[src/rtl/pcie_phy_pkg.sv]
// rtl/pcie_phy_pkg.sv - shared types for the PCIe PHY clock/reset support blocks
package pcie_phy_pkg;

  typedef enum logic [1:0] {
    IDLE,
    MEASURE,
    LOCKED,
    LOST
  } mon_state_e;

endpackage

[src/rtl/sync_2ff.sv]
// rtl/sync_2ff.sv - 1-bit double-flop synchronizer, async active-high reset to 0
module sync_2ff (
  input  logic clk_i,
  input  logic rst_i,
  input  logic d_i,
  output logic q_o
);

  logic s1_q, s1_d;
  logic s2_q, s2_d;

  always_comb begin
    s1_d = d_i;
    s2_d = s1_q;
  end

  always_ff @(posedge clk_i or posedge rst_i) begin
    if (rst_i) begin
      s1_q <= 1'b0;
      s2_q <= 1'b0;
    end else begin
      s1_q <= s1_d;
      s2_q <= s2_d;
    end
  end

  assign q_o = s2_q;

endmodule

[src/rtl/refclk_activity_monitor.sv]
// rtl/refclk_activity_monitor.sv - counts mon_clk_i rises per window and reports rate lock
module refclk_activity_monitor
  import pcie_phy_pkg::*;
#(
  parameter int WINDOW_CYCLES = 64,
  parameter int EXP_EDGES     = 16,
  parameter int TOL           = 1,
  parameter int LOCK_WINDOWS  = 2,
  localparam int CW           = $clog2(WINDOW_CYCLES + 1)
) (
  input  logic          clk_i,
  input  logic          rst_i,
  input  logic          enable_i,
  input  logic          mon_clk_i,
  output logic          locked_o,
  output logic          loss_o,
  output logic          meas_valid_o,
  output logic [CW-1:0] meas_count_o
);

  localparam int GW   = $clog2(LOCK_WINDOWS + 1);
  localparam int LO_I = (EXP_EDGES > TOL) ? EXP_EDGES - TOL : 0;
  localparam logic [CW:0]   LO     = (CW+1)'(LO_I);
  localparam logic [CW:0]   HI     = (CW+1)'(EXP_EDGES + TOL);
  localparam logic [CW-1:0] WEND   = CW'(WINDOW_CYCLES - 1);
  localparam logic [GW-1:0] LOCK_N = GW'(LOCK_WINDOWS);

  mon_state_e    state_q, state_d;
  logic [CW-1:0] wcnt_q, wcnt_d;
  logic [CW-1:0] ecnt_q, ecnt_d;
  logic [CW-1:0] count_q, count_d;
  logic [GW-1:0] good_q, good_d;
  logic          edge_q, edge_d;
  logic          locked_q, locked_d;
  logic          loss_q, loss_d;
  logic          valid_q, valid_d;

  logic          mon_sync;
  logic          rise;
  logic [CW:0]   result;
  logic [CW-1:0] result_sat;
  logic          win_end;
  logic          in_range;

  sync_2ff u_sync (
    .clk_i (clk_i),
    .rst_i (rst_i),
    .d_i   (mon_clk_i),
    .q_o   (mon_sync)
  );

  // A rise seen in the last window cycle is folded into that window's result.
  assign rise       = mon_sync & ~edge_q;
  assign result     = {1'b0, ecnt_q} + {{CW{1'b0}}, rise};
  assign result_sat = result[CW] ? {CW{1'b1}} : result[CW-1:0];
  assign win_end    = (state_q != IDLE) && (wcnt_q == WEND);
  assign in_range   = (result >= LO) && (result <= HI);

  always_comb begin
    edge_d  = mon_sync;
    state_d = state_q;
    wcnt_d  = wcnt_q;
    ecnt_d  = ecnt_q;
    good_d  = good_q;
    count_d = count_q;
    loss_d  = 1'b0;
    valid_d = 1'b0;
    if (!enable_i) begin
      state_d = IDLE;
      wcnt_d  = '0;
      ecnt_d  = '0;
      good_d  = '0;
    end else begin
      case (state_q)
        IDLE: begin
          state_d = MEASURE;
          wcnt_d  = '0;
          ecnt_d  = '0;
          good_d  = '0;
        end
        default: begin
          wcnt_d = win_end ? '0 : wcnt_q + CW'(1);
          ecnt_d = win_end ? '0 : result_sat;
          if (win_end) begin
            count_d = result_sat;
            valid_d = 1'b1;
          end
          case (state_q)
            MEASURE: begin
              if (win_end) begin
                if (in_range) begin
                  good_d = good_q + GW'(1);
                  if (good_d >= LOCK_N) state_d = LOCKED;
                end else begin
                  good_d = '0;
                end
              end
            end
            LOCKED: begin
              if (win_end && !in_range) begin
                state_d = LOST;
                loss_d  = 1'b1;
              end
            end
            LOST: begin
              state_d = MEASURE;
              good_d  = '0;
            end
            default: ;
          endcase
        end
      endcase
    end
    locked_d = (state_d == LOCKED);
  end

  always_ff @(posedge clk_i or posedge rst_i) begin
    if (rst_i) begin
      state_q  <= IDLE;
      wcnt_q   <= '0;
      ecnt_q   <= '0;
      good_q   <= '0;
      count_q  <= '0;
      edge_q   <= 1'b0;
      locked_q <= 1'b0;
      loss_q   <= 1'b0;
      valid_q  <= 1'b0;
    end else begin
      state_q  <= state_d;
      wcnt_q   <= wcnt_d;
      ecnt_q   <= ecnt_d;
      good_q   <= good_d;
      count_q  <= count_d;
      edge_q   <= edge_d;
      locked_q <= locked_d;
      loss_q   <= loss_d;
      valid_q  <= valid_d;
    end
  end

  assign locked_o     = locked_q;
  assign loss_o       = loss_q;
  assign meas_valid_o = valid_q;
  assign meas_count_o = count_q;

endmodule

[config.mk]
export PLATFORM = sky130hd
export DESIGN_NAME = refclk_activity_monitor
export DESIGN_NICKNAME = d
export VERILOG_FILES = /design/src/rtl/pcie_phy_pkg.sv /design/src/rtl/sync_2ff.sv /design/src/rtl/refclk_activity_monitor.sv
export SDC_FILE = /design/constraint.sdc
export NUM_CORES = 1
export LEC_CHECK = 0
export ABC_CLOCK_PERIOD_IN_PS = 2800
export CAP_MARGIN = 20
export CORE_ASPECT_RATIO = 0.6
export CORE_UTILIZATION = 61
export CTS_CLUSTER_SIZE = 16
export DETAILED_ROUTE_END_ITERATION = 12
export DONT_BUFFER_PORTS = 1
export PLACE_DENSITY = 0.8
export SLEW_MARGIN = 20
export SYNTH_ARGS = -nofsm -noshare
export SYNTH_HDL_FRONTEND = slang
export SYNTH_SLANG_ARGS = --single-unit
[constraint.sdc]
create_clock -name clk_i -period 2.8 [get_ports clk_i]
set_clock_uncertainty 0.1 [all_clocks]
set_input_delay 0.56 -clock clk_i [delete_from_list [all_inputs] [get_ports clk_i]]
set_output_delay 0.56 -clock clk_i [all_outputs]
set_load 0.02 [all_outputs]
Word-level counts from Yosys, hierarchy flattened
Cells that the tools add are included.
{"block": "word_totals", "ff_bits": 31}
{"block": "op_classes", "reduce_logical": 8, "n_lt_le_gt_ge": 3, "n_bitwise": 3, "mux": 26, "addsub": 3, "n_eq_ne": 7}
{"operator": "$mux W7", "n": 7}
{"operator": "$mux W2", "n": 10}
{"operator": "$add A7 B1 Y8", "n": 1}
{"operator": "$ge A8 B4 Y1 const B", "n": 1}
{"operator": "$le A8 B5 Y1 const B", "n": 1}
{"operator": "$add A7 B1 Y7 const B", "n": 1}
{"operator": "$eq A7 B6 Y1 const B", "n": 1}
{"operator": "$mux W1", "n": 7}
{"operator": "$eq A2 B2 Y1 const B", "n": 3}
{"operator": "$pmux W2 S3", "n": 1}
{"operator": "$ne A4 B1 Y1 const B", "n": 1}
{"operator": "$ne A4 B4 Y1 const B", "n": 1}
{"operator": "$pmux W2 S2", "n": 1}
{"operator": "$logic_and A1 B1 Y1", "n": 3}
{"operator": "$reduce_and A3 Y1", "n": 1}
{"operator": "$add A2 B1 Y2 const B", "n": 1}
{"operator": "$eq A2 B1 Y1 const B", "n": 1}
{"operator": "$ge A2 B2 Y1 const B", "n": 1}
{"operator": "$logic_not A2 Y1", "n": 1}
{"operator": "$not A1 Y1", "n": 2}
{"operator": "$reduce_and A2 Y1", "n": 1}
{"operator": "$reduce_bool A2 Y1", "n": 1}
{"operator": "$and A1 B1 Y1", "n": 1}
{"operator": "$logic_not A1 Y1", "n": 1}

Longest topological paths before layout
Gate-level depths: netlist of run 1.
{"block": "depth", "word_depth": 12, "depth_mapped": 8, "mapped_depth_nobuf": 7}

Cells and area by module
Synthesis of run 1 repeated with hierarchy kept, for this count alone.
{"block": "hier_totals", "cells_unflattened": 142, "area_unflattened_um2": 1510.2}
{"mod": "refclk_activity_monitor", "cells_per_inst": 139, "area_each_um2": 1456.4, "seq_area_each_um2": 725.7, "n_inst": 1}
{"mod": "sync_2ff", "cells_per_inst": 3, "area_each_um2": 53.8, "seq_area_each_um2": 50.0, "n_inst": 1}

Least setup slack after synthesis of run 1
No wires, ideal clock.
{"block": "synth_path", "path_type": "reg-to-reg", "startpoint": "reg u_sync.s2_q, in the netlist u_sync.q_o", "endpoint": "reg good_q[1]", "synth_period_minus_slack_ps": 2078, "setup_slack_ps": 722, "t_arrival_ps": 1895, "stages_incl_launch_ff": 9, "path_buffers": 1, "path_cell_list": "dfrtp_1 nor2b_1 ha_1 buf_2 or2_4 a2111oi_4 o21ai_1 a2111o_1 o21ai_0"}
{"block": "synth_between", "elab_chain_cells": 9}
{"element": "start: declaration", "line": "sync_2ff.sv:10", "rtl": "logic s2_q, s2_d;"}
{"element": "start signal: assignment", "line": "sync_2ff.sv:20", "rtl": "s2_q <= 1'b0;"}
{"element": "start signal: assignment", "line": "sync_2ff.sv:23", "rtl": "s2_q <= s2_d;"}
{"element": "$and A1 B1 Y1 (*)", "line": "refclk_activity_monitor.sv:53", "rtl": "assign rise = mon_sync & ~edge_q;"}
{"element": "$add A7 B1 Y8 (*)", "line": "refclk_activity_monitor.sv:54", "rtl": "assign result = {1'b0, ecnt_q} + {{CW{1'b0}}, rise};"}
{"element": "$ge A8 B4 Y1 / $le A8 B5 Y1 (equally long branches)", "line": "refclk_activity_monitor.sv:57", "rtl": "assign in_range = (result >= LO) && (result <= HI);"}
{"element": "$logic_and A1 B1 Y1 (*)", "line": "refclk_activity_monitor.sv:57"}
{"element": "$mux W2 (*)", "line": "refclk_activity_monitor.sv:91", "rtl": "if (in_range) begin"}
{"element": "$mux W2 (*)", "line": "refclk_activity_monitor.sv:90", "rtl": "if (win_end) begin"}
{"element": "$pmux W2 S2 (*)", "line": "refclk_activity_monitor.sv:88", "rtl": "case (state_q)"}
{"element": "$mux W2 (*)", "line": "refclk_activity_monitor.sv:74", "rtl": "case (state_q)"}
{"element": "$mux W2 (*)", "line": "refclk_activity_monitor.sv:68", "rtl": "if (!enable_i) begin"}
{"element": "end signal: assignment", "line": "refclk_activity_monitor.sv:132", "rtl": "good_q <= good_d;"}
{"element": "end: declaration", "line": "refclk_activity_monitor.sv:32", "rtl": "logic [GW-1:0] good_q, good_d;"}
Mark *: on every way between the ends. The rest lies on a longest branch, timed or not. The select of a mux whose other input is x is not followed.
A chain may end at the register's enable or synchronous reset.

Worst setup path in the final report of run 1
{"block": "layout_path", "startpoint": "reg edge_q", "endpoint": "reg state_q[1]"}
{"block": "layout_between", "elab_chain_cells": 11}
{"element": "start: declaration", "line": "refclk_activity_monitor.sv:33", "rtl": "logic edge_q, edge_d;"}
{"element": "start signal: assignment", "line": "refclk_activity_monitor.sv:134", "rtl": "edge_q <= edge_d;"}
{"element": "$not A1 Y1 (*)", "line": "refclk_activity_monitor.sv:53"}
{"element": "$and A1 B1 Y1 (*)", "line": "refclk_activity_monitor.sv:53"}
{"element": "$add A7 B1 Y8 (*)", "line": "refclk_activity_monitor.sv:54"}
{"element": "$ge A8 B4 Y1 / $le A8 B5 Y1 (equally long branches)", "line": "refclk_activity_monitor.sv:57"}
{"element": "$logic_and A1 B1 Y1 (*)", "line": "refclk_activity_monitor.sv:57"}
{"element": "$logic_not A1 Y1", "line": "refclk_activity_monitor.sv:100", "rtl": "if (win_end && !in_range) begin"}
{"element": "$logic_and A1 B1 Y1", "line": "refclk_activity_monitor.sv:100"}
{"element": "$mux W2", "line": "refclk_activity_monitor.sv:100"}
{"element": "$pmux W2 S3 (*)", "line": "refclk_activity_monitor.sv:88"}
{"element": "$mux W2 (*)", "line": "refclk_activity_monitor.sv:74"}
{"element": "$mux W2 (*)", "line": "refclk_activity_monitor.sv:68"}
{"element": "via state_d[1]", "line": "refclk_activity_monitor.sv:28", "rtl": "mon_state_e state_q, state_d;"}
{"element": "end signal: assignment", "line": "refclk_activity_monitor.sv:129", "rtl": "state_q <= state_d;"}
{"element": "end: declaration", "line": "refclk_activity_monitor.sv:28"}
Mark *: on every way through the listed nets, which the timed path passes. The rest lies on a longest branch.

==> metrics.txt, run 1 <==
ant diodes 0; Port Buffer Count 0; vias in the first global route 892; Clock Tree Root clkbuf_8; Core Box Area ~0.0022 sq mm; CTS tree yes; min-delay worst type input pin to async pin; Tcrit/Tclk final 0.796; I/O pins 14; post-route minimum period 2.23 ns; most frequent cells in the layout dfrtp_1, nor2_1, nand2_1; most common cell after layout, fill and taps aside dfrtp_1; max_cap viols 0; area of the multi-input gates 597 sq um; crit end category register; Die ar. roughly 0.0025 sq mm; gpl congestion 0.826; measured slew at the worst slew-check pin roughly 0.45 ns; fin nets 150; Post-route DRC 0; Iter 0 DRT Violations 143; Worst EP arrival 2.34 ns; number of gates resized after CTS 0; initial antenna violation count 0; Chip Width 64.2 microns; vias per cell 5.99; CTS Buffer Depth 2; Clk Latency, worst-skew pair 0.29 ns; post-layout util 0.697; post-CTS setup repair buffer count 0; # rows 13; Initial Util 0.650; setup TNS 0 ns; Placed Cells 166; Final HPWL DP roughly 1900 microns; CTS H-Tree Depth 2; main flop type after synthesis dfrtp_1; Slew HR 0.698; Ys Warns 0; first-pass GRT wire length 4170 microns; layout cells sized above 1 0.0909; grt total ovfl 0; run status finished, final reports clean; net count of the mapped netlist 147; clk slew on worst S/H paths approximately 0.06 ns; Post-Syn Instances 140; final hold vios 0; area delta synth->final 7.33%; FF-to-FF path depth 7; critical path class register to register; pre-CTS setup slack 0.609 ns; P_leak 0.000687 uW; Vias 1,037; Fmax 449 MHz; final cell count without fillers 173; fraction of registers with async set/reset 1.00; Critical Path RT 2.91 ns; Final ANT Viol Nets 0; Crit Reg-Reg Endpoint state_q[1]; First-pass DRT Iterations 5; CTS Hold Buffers Added 0; worst reg2reg path startpoint edge_q; Seq/Total Area, Yosys 0.548; average wire per standard cell 15.5 microns; peak supply drop 0.249 mV; crit start category register; sequential cell area 776 sq um; Hold Slack 0.130 ns; Yosys reg bits 31; Sink Count 31; post-synthesis instance area 0.00142 sq mm; setup-violating endpoint count in the final report 0; fill cell count 176; critical path peak fanout 9; Routed Wire Length around 2700 microns; setup ws final 0.572 ns; GRT Total Usage 0.249; CTS Buf Count 5; Power Dens Cells 545 mW/mm^2; overall die height between 30 and 40 microns; Slew Limit Fails 0; Yosys cell types 34; pin count of the biggest net entering global routing 32; RSZ-0062 raised after global routing false; post-synthesis area per instance 10.1 sq um; Reg2Reg Setup Slack 0.57 ns; Post-synth EDFFs 0
## state kept, by name, summed over array words and instances (netlist names)
| name | cells |
|---|---|
| u_sync.q_o | 1 |
| meas_valid_o | 1 |
| locked_o | 1 |
| state_q | 2 |
| loss_o | 1 |
| ecnt_q | 7 |
| meas_count_o | 7 |
| u_sync.s1_q | 1 |
| good_q | 2 |
| edge_q | 1 |
| wcnt_q | 7 |
## logic make-up (layout without fill, tap and decap cells)
logic type	after synthesis	count (layout)	share of synthesized area
xor+xnor	8	8	0.0495
compound gates	25	25	0.129
simple gates	64	64	0.216
flops	31	31	0.548
fa+ha+maj	3	3	0.0265
buf+inv	9	12	0.0309
## through the flow
| stage | total power [uW] | cell area, sq um |
|---|---|---|
| floorplan | 483 | 1420 |
| global placement | 489 | 1430 |
| detailed placement | 491 | 1430 |
| CTS | 837 | 1520 |
| global route | 861 | 1520 |
| finish | 829 | 1520 |
## synthesized netlist by cell type, types with 2 or more instances
master | number | area [sq um]
nor3_1 | 3 | 15.0
inv_1 | 4 | 15.0
clkbuf_1 | 2 | 7.51
a21oi_1 | 3 | 15.0
xor2_1 | 4 | 35.0
nand2_1 | 17 | 63.8
o21ai_0 | 11 | 55.1
nand3_1 | 6 | 30.0
xnor2_1 | 4 | 35.0
o32ai_1 | 2 | 17.5
buf_2 | 2 | 10.0
nand4_1 | 3 | 18.8
ha_1 | 3 | 37.5
nor2b_1 | 3 | 18.8
nor3b_1 | 2 | 15.0
dfrtp_1 | 31 | 776
nor2_1 | 22 | 82.6
o21ai_1 | 2 | 10.0
## worst max-delay path: stages (launching register included)
cell and delay (ns):
dfrtp_1 0.36, nor2b_1 0.14, ha_1 0.34, nand3b_1 0.19, a2111oi_4 0.36, o21ai_1 0.13
a2111o_1 0.44, o21ai_1 0.09
## metal layers
layer  global-route usage  wire (microns)
met5                    0               0
met4                0.100              49
met3                0.134             245
met2                0.362            1150
met1                0.313            1230
## how the worst max path moves through the flow
stage / startpoint / end / slack [ns] / cells after the start
2_1_floorplan: u_sync.q_o / good_q[1] / 0.72 / 8
4_1_cts: edge_q / good_q[1] / 0.59 / 7
6_report: edge_q / state_q[1] / 0.57 / 7
5_1_grt: u_sync.q_o / good_q[1] / 0.39 / 7
3_5_place_dp: edge_q / good_q[1] / 0.61 / 7
3_3_place_gp: edge_q / good_q[1] / 0.70 / 7
## area by class of cell
class / count / share of cell area
Sequential cell: 31 / 0.510
Timing Repair Buffer: 1 / 0.00494
Inverter: 4 / 0.00988
Tap cell: 30 / 0.0247
Multi-Input combinational cell: 100 / 0.393
Clock buffer: 6 / 0.0543
Clock inverter: 1 / 0.00329
## power by group
part           leakage, uW  internal, uW  switching (uW)  total, uW
logic             0.000217          6.71            19.3       26.0
registers         0.000423           453            3.40        456
clock network    0.0000470           192             154        347
No activity file was read; power rests on OpenSTA's default activity.
==> run 2: changes to the inputs <==
--- a/config.mk
+++ b/config.mk
@@ -5,14 +5,14 @@
 export SDC_FILE = /design/constraint.sdc
 export NUM_CORES = 1
 export LEC_CHECK = 0
-export ABC_CLOCK_PERIOD_IN_PS = 2800
+export ABC_CLOCK_PERIOD_IN_PS = 1900
 export CAP_MARGIN = 20
 export CORE_ASPECT_RATIO = 0.6
-export CORE_UTILIZATION = 61
+export CORE_UTILIZATION = 55
 export CTS_CLUSTER_SIZE = 16
 export DETAILED_ROUTE_END_ITERATION = 12
 export DONT_BUFFER_PORTS = 1
-export PLACE_DENSITY = 0.8
+export PLACE_DENSITY = 0.76
 export SLEW_MARGIN = 20
 export SYNTH_ARGS = -nofsm -noshare
 export SYNTH_HDL_FRONTEND = slang
==> constraint.sdc (replaced) <==
create_clock -name clk_i -period 1.9 [get_ports clk_i]
set_clock_uncertainty 0.1 [all_clocks]
set_input_delay 0.38 -clock clk_i [delete_from_list [all_inputs] [get_ports clk_i]]
set_output_delay 0.38 -clock clk_i [all_outputs]
set_load 0.02 [all_outputs]
==> metrics.txt, run 2 (synthesis gave the netlist of run 1 again) <==
initial antenna violation count 0; First-pass DRT Iterations 4; Reg2Reg Setup Slack -0.13 ns; GR Util met3 0.0842; GRT Total Usage 0.253; Fmax between 400 and 500 MHz; worst reg2reg path startpoint u_sync.q_o; Slew HR 0.732; Iter 0 DRT Violations 137; critical path peak fanout 2; most common cell after layout, fill and taps aside dfrtp_1; post-layout util 0.735; Power Dens Cells 705 mW/mm^2; P_leak 0.000757 uW; RSZ-0062 raised after global routing true; run status complete, but fails checks; clk slew on worst S/H paths 0.06 ns; Die ar. between 0.002 and 0.003 sq mm; Clk Latency, worst-skew pair 0.28 ns; measured slew at the worst slew-check pin between 0.4 and 0.5 ns; violated checks negative setup slack; Critical Path RT 2.01 ns; overall die height between 40 and 50 microns; area delta synth->final 19.1%; Vias 1,087; vias in the first global route 971; Initial Util 0.618; pre-CTS setup slack -0.121 ns; Chip Width ~68 microns; GR Layer Usage met1 0.345; CTS Buffer Depth 2; setup-violating endpoint count in the final report 5; FF-to-FF path depth 7; fin nets 164; CTS H-Tree Depth 2; crit start category register; Tcrit/Tclk final 1.07; hold_sp mon_clk_i; Worst Hold Endpoint u_sync.s1_q; # rows 13; Crit Reg-Reg Endpoint good_q[1]; Worst EP arrival 2.14 ns; ant diodes 0; critical path class register to register; met2 usage 0.369; Sink Count 31; global route hottest layer met2; Post-route DRC 0; Final HPWL DP 1940 microns; post-route cell area approximately 0.0017 sq mm; Routed Wire Length 2930 microns; post-route minimum period 2.03 ns; peak supply drop about 0.55 mV; Port Buffer Count 0; max_cap viols 0; I/O pins 14; grt total ovfl 0; first-pass GRT wire length 4640 microns; Clock Tree Root clkbuf_8; hold depth 0; vias per cell about 5.8; CTS Buf Count 5; final hold vios 0; setup ws final -0.126 ns; Core Box Area 0.00229 sq mm; DP Area 0.00150 sq mm; pin count of the biggest net entering global routing 32; crit end category register; layout cells sized above 1 0.212; gpl congestion 0.805; Final ANT Viol Nets 0; Slew Limit Fails 0; min-delay worst type input pin to register; average wire per standard cell 15.7 microns; setup TNS -0.415 ns; most frequent cells in the layout dfrtp_1, nor2_1, nand2_1; CTS tree yes
## run 2: cell count changes in the layout (fill, tap and decap cells not counted), sizes merged
cell and delta:
buf +13, dlygate4sd3 +1, clkinv -1
## run 2: worst max-delay path by stage
stage | start | end | cells after the start
final | u_sync.q_o | good_q[1] | 7
after global routing | u_sync.q_o | state_q[1] | 7
after CTS | u_sync.q_o | good_q[1] | 7
after detailed placement | u_sync.q_o | good_q[1] | 7
after global placement | u_sync.q_o | state_q[1] | 7
after floorplan | u_sync.q_o | good_q[1] | 8
## run 2: where the power goes
part           total (uW)  leakage, uW  switching [uW]  internal, uW
clock                 465    0.0000371             221           243
combinational        48.5     0.000298            31.2          17.4
sequential            675     0.000423            7.64           668
total                1190     0.000757             260           928
## run 2: per-layer routing
metal / up-vias / wire [microns]
met4: 0 / 65
li1: 513 / -
met3: 10 / 231
met5: - / 0
met1: 512 / 1420
met2: 52 / 1210
## run 2: worst max-delay path, cell delays in order (launching register included)
cell and delay, ns:
dfrtp_1 0.40, nor2b_4 0.16, ha_4 0.16, nand3b_1 0.19, a2111oi_4 0.37, o21ai_2 0.10
a2111o_1 0.39, o21ai_1 0.09
## run 2: metrics by stage
step                std cells  hold WS (ns)  power (uW)
floorplan                 140         0.231         714
global placement          174         0.257         725
detailed placement        174         0.268         727
CTS                       182        0.0169        1200
global route              186       0.00738        1250
finish                    186        0.0266        1190
## run 2: what timing repair did
| action | CTS | global route |
|---|---|---|
| endpoints found under the setup margin | 2 | 22 |
| hold buffers | 1 | 0 |
| cloned | 0 | 0 |
| pin swaps | 0 | 3 |
| buffers inserted | 1 | 4 |
| resized for setup | 4 | 9 |
| hold endpoints to repair | 31 | 0 |
## run 2: layout make-up
cell class | instances | area [sq um]
clock buffers | 6 | 72.6
fillers | 156 | 607
inverters | 4 | 15.0
multi-input cells | 100 | 659
flip-flops and latches | 31 | 776
well taps | 30 | 37.5
repair buffers | 15 | 126
==> run 3: changes to the inputs <==
--- a/config.mk
+++ b/config.mk
@@ -8,11 +8,11 @@
 export ABC_CLOCK_PERIOD_IN_PS = 1900
 export CAP_MARGIN = 20
 export CORE_ASPECT_RATIO = 0.6
-export CORE_UTILIZATION = 55
+export CORE_UTILIZATION = 50
 export CTS_CLUSTER_SIZE = 16
 export DETAILED_ROUTE_END_ITERATION = 12
 export DONT_BUFFER_PORTS = 1
-export PLACE_DENSITY = 0.76
+export PLACE_DENSITY = 0.71
 export SLEW_MARGIN = 20
 export SYNTH_ARGS = -nofsm -noshare
 export SYNTH_HDL_FRONTEND = slang
==> metrics.txt, run 3 (synthesis gave the netlist of run 1 again) <==
Post-route DRC 2; clk slew on worst S/H paths approximately 0.070 ns; Final HPWL DP about 2000 microns; critical path class register to register; gpl congestion 0.913; Clock Tree Root clkbuf_8; Fmax 495 MHz; average wire per standard cell 15.9 microns; Placed Cells 177; peak supply drop 0.495 mV; vias in the first global route 1,016; crit start category register; Tot Pwr 1290 uW; Iter 0 DRT Violations between 100 and 150; Chip Width between 70 and 80 microns; Reg2Reg Setup Slack -0.12 ns; run status complete, but fails checks; initial antenna violation count 0; global route hottest layer met2; post-route minimum period 2.02 ns; grt total ovfl 0; Port Buffer Count 0; max_cap viols 0; post-route cell area roughly 0.0017 sq mm; Final ANT Viol Nets 0; met2 usage 0.308; final hold vios 0; layout cells sized above 1 0.206; CTS Buf Count 5; Die ar. approximately 0.003 sq mm; pre-CTS setup slack -0.133 ns; I/O pins 14; violated checks design-rule violations, negative setup slack; FF-to-FF path depth 7; fill cell count 208; GR Layer Usage met1 0.291; sequential cell area 776 sq um; Tcrit/Tclk final 1.06; area of the multi-input gates about 670 sq um; pin count of the biggest net entering global routing 32; setup TNS -0.243 ns; RSZ-0062 raised after global routing true; Vias 1,075; Initial Util 0.546; Core Box Area ~0.0026 sq mm; GR Util met3 0.105; crit end category register; CTS Buffer Depth 2; final cell count without fillers approximately 190; most frequent cells in the layout dfrtp_1, nor2_1, nand2_1; setup ws final -0.121 ns; most common cell after layout, fill and taps aside dfrtp_1; Slew Limit Fails 0; first-pass GRT wire length 4770 microns; CTS H-Tree Depth 2; Worst EP arrival around 2.1 ns; Clk Latency, worst-skew pair 0.28 ns; First-pass DRT Iterations 8; ant diodes 0; # rows 14; Critical Path RT 2.01 ns; setup-violating endpoint count in the final report 3; CTS tree yes; Slew HR 0.738; GRT Total Usage 0.220; measured slew at the worst slew-check pin roughly 0.39 ns; critical path peak fanout 2; Power Dens Cells 758 mW/mm^2; Sink Count 31; DP Area 0.00153 sq mm; area delta synth->final 20.2%; min-delay worst type input pin to register; P_leak 0.000755 uW; hold depth 0; fin nets 161; overall die height 43.2 microns; vias per cell approximately 5.7; Routed Wire Length about 3000 microns
[run 3: timing repair]
action / CTS / global route
endpoints found under the setup margin: 6 / 14
buffers inserted: 0 / 1
gates cloned: 0 / 0
pin swaps: 0 / 3
hold buffers: 1 / 0
endpoints found under the hold margin: 31 / 0
resized for setup: 5 / 7
[run 3: layout make-up]
type / count / share of cell area
Tap cell: 32 / 0.0235
Multi-Input combinational cell: 100 / 0.392
Timing Repair Buffer: 12 / 0.0617
Inverter: 4 / 0.00882
Sequential cell: 31 / 0.456
Clock buffer: 8 / 0.0588
[run 3: through the flow]
step,hold WS (ns),util
floorplan,0.231,-
global placement,0.255,0.588
detailed placement,0.247,0.588
CTS,0.0195,0.642
global route,0.00792,0.657
finish,0.0236,0.657
[run 3: critical path, stage by stage (launching register included)]
cell and delay [ns]:
dfrtp_1 0.38, nor2b_4 0.15, ha_4 0.16, nand3b_1 0.20, a2111oi_4 0.39, o21ai_2 0.10
a2111o_1 0.39, o21ai_1 0.09
[run 3: path summary, 6_finish.rpt]
check | start | to
min | mon_clk_i | u_sync.s1_q
max | u_sync.q_o | state_q[1]
max in group asynchronous | rst_i | meas_count_o[5]
min in group asynchronous | rst_i | meas_count_o[4]
max reg2reg | u_sync.q_o | state_q[1]
min reg2reg | u_sync.s1_q | u_sync.q_o
[run 3: power breakdown]
group	switching, uW	internal, uW	leakage (uW)
Sequential	6.88	668	0.000423
Combinational	32.0	19.8	0.000281
Clock	234	330	0.0000515
[run 3: routing by layer]
layer  wire (microns)  part of all wire
met3              268             0.090
met1             1330              0.45
met2             1320              0.45
met5                0                 0
met4               42             0.014
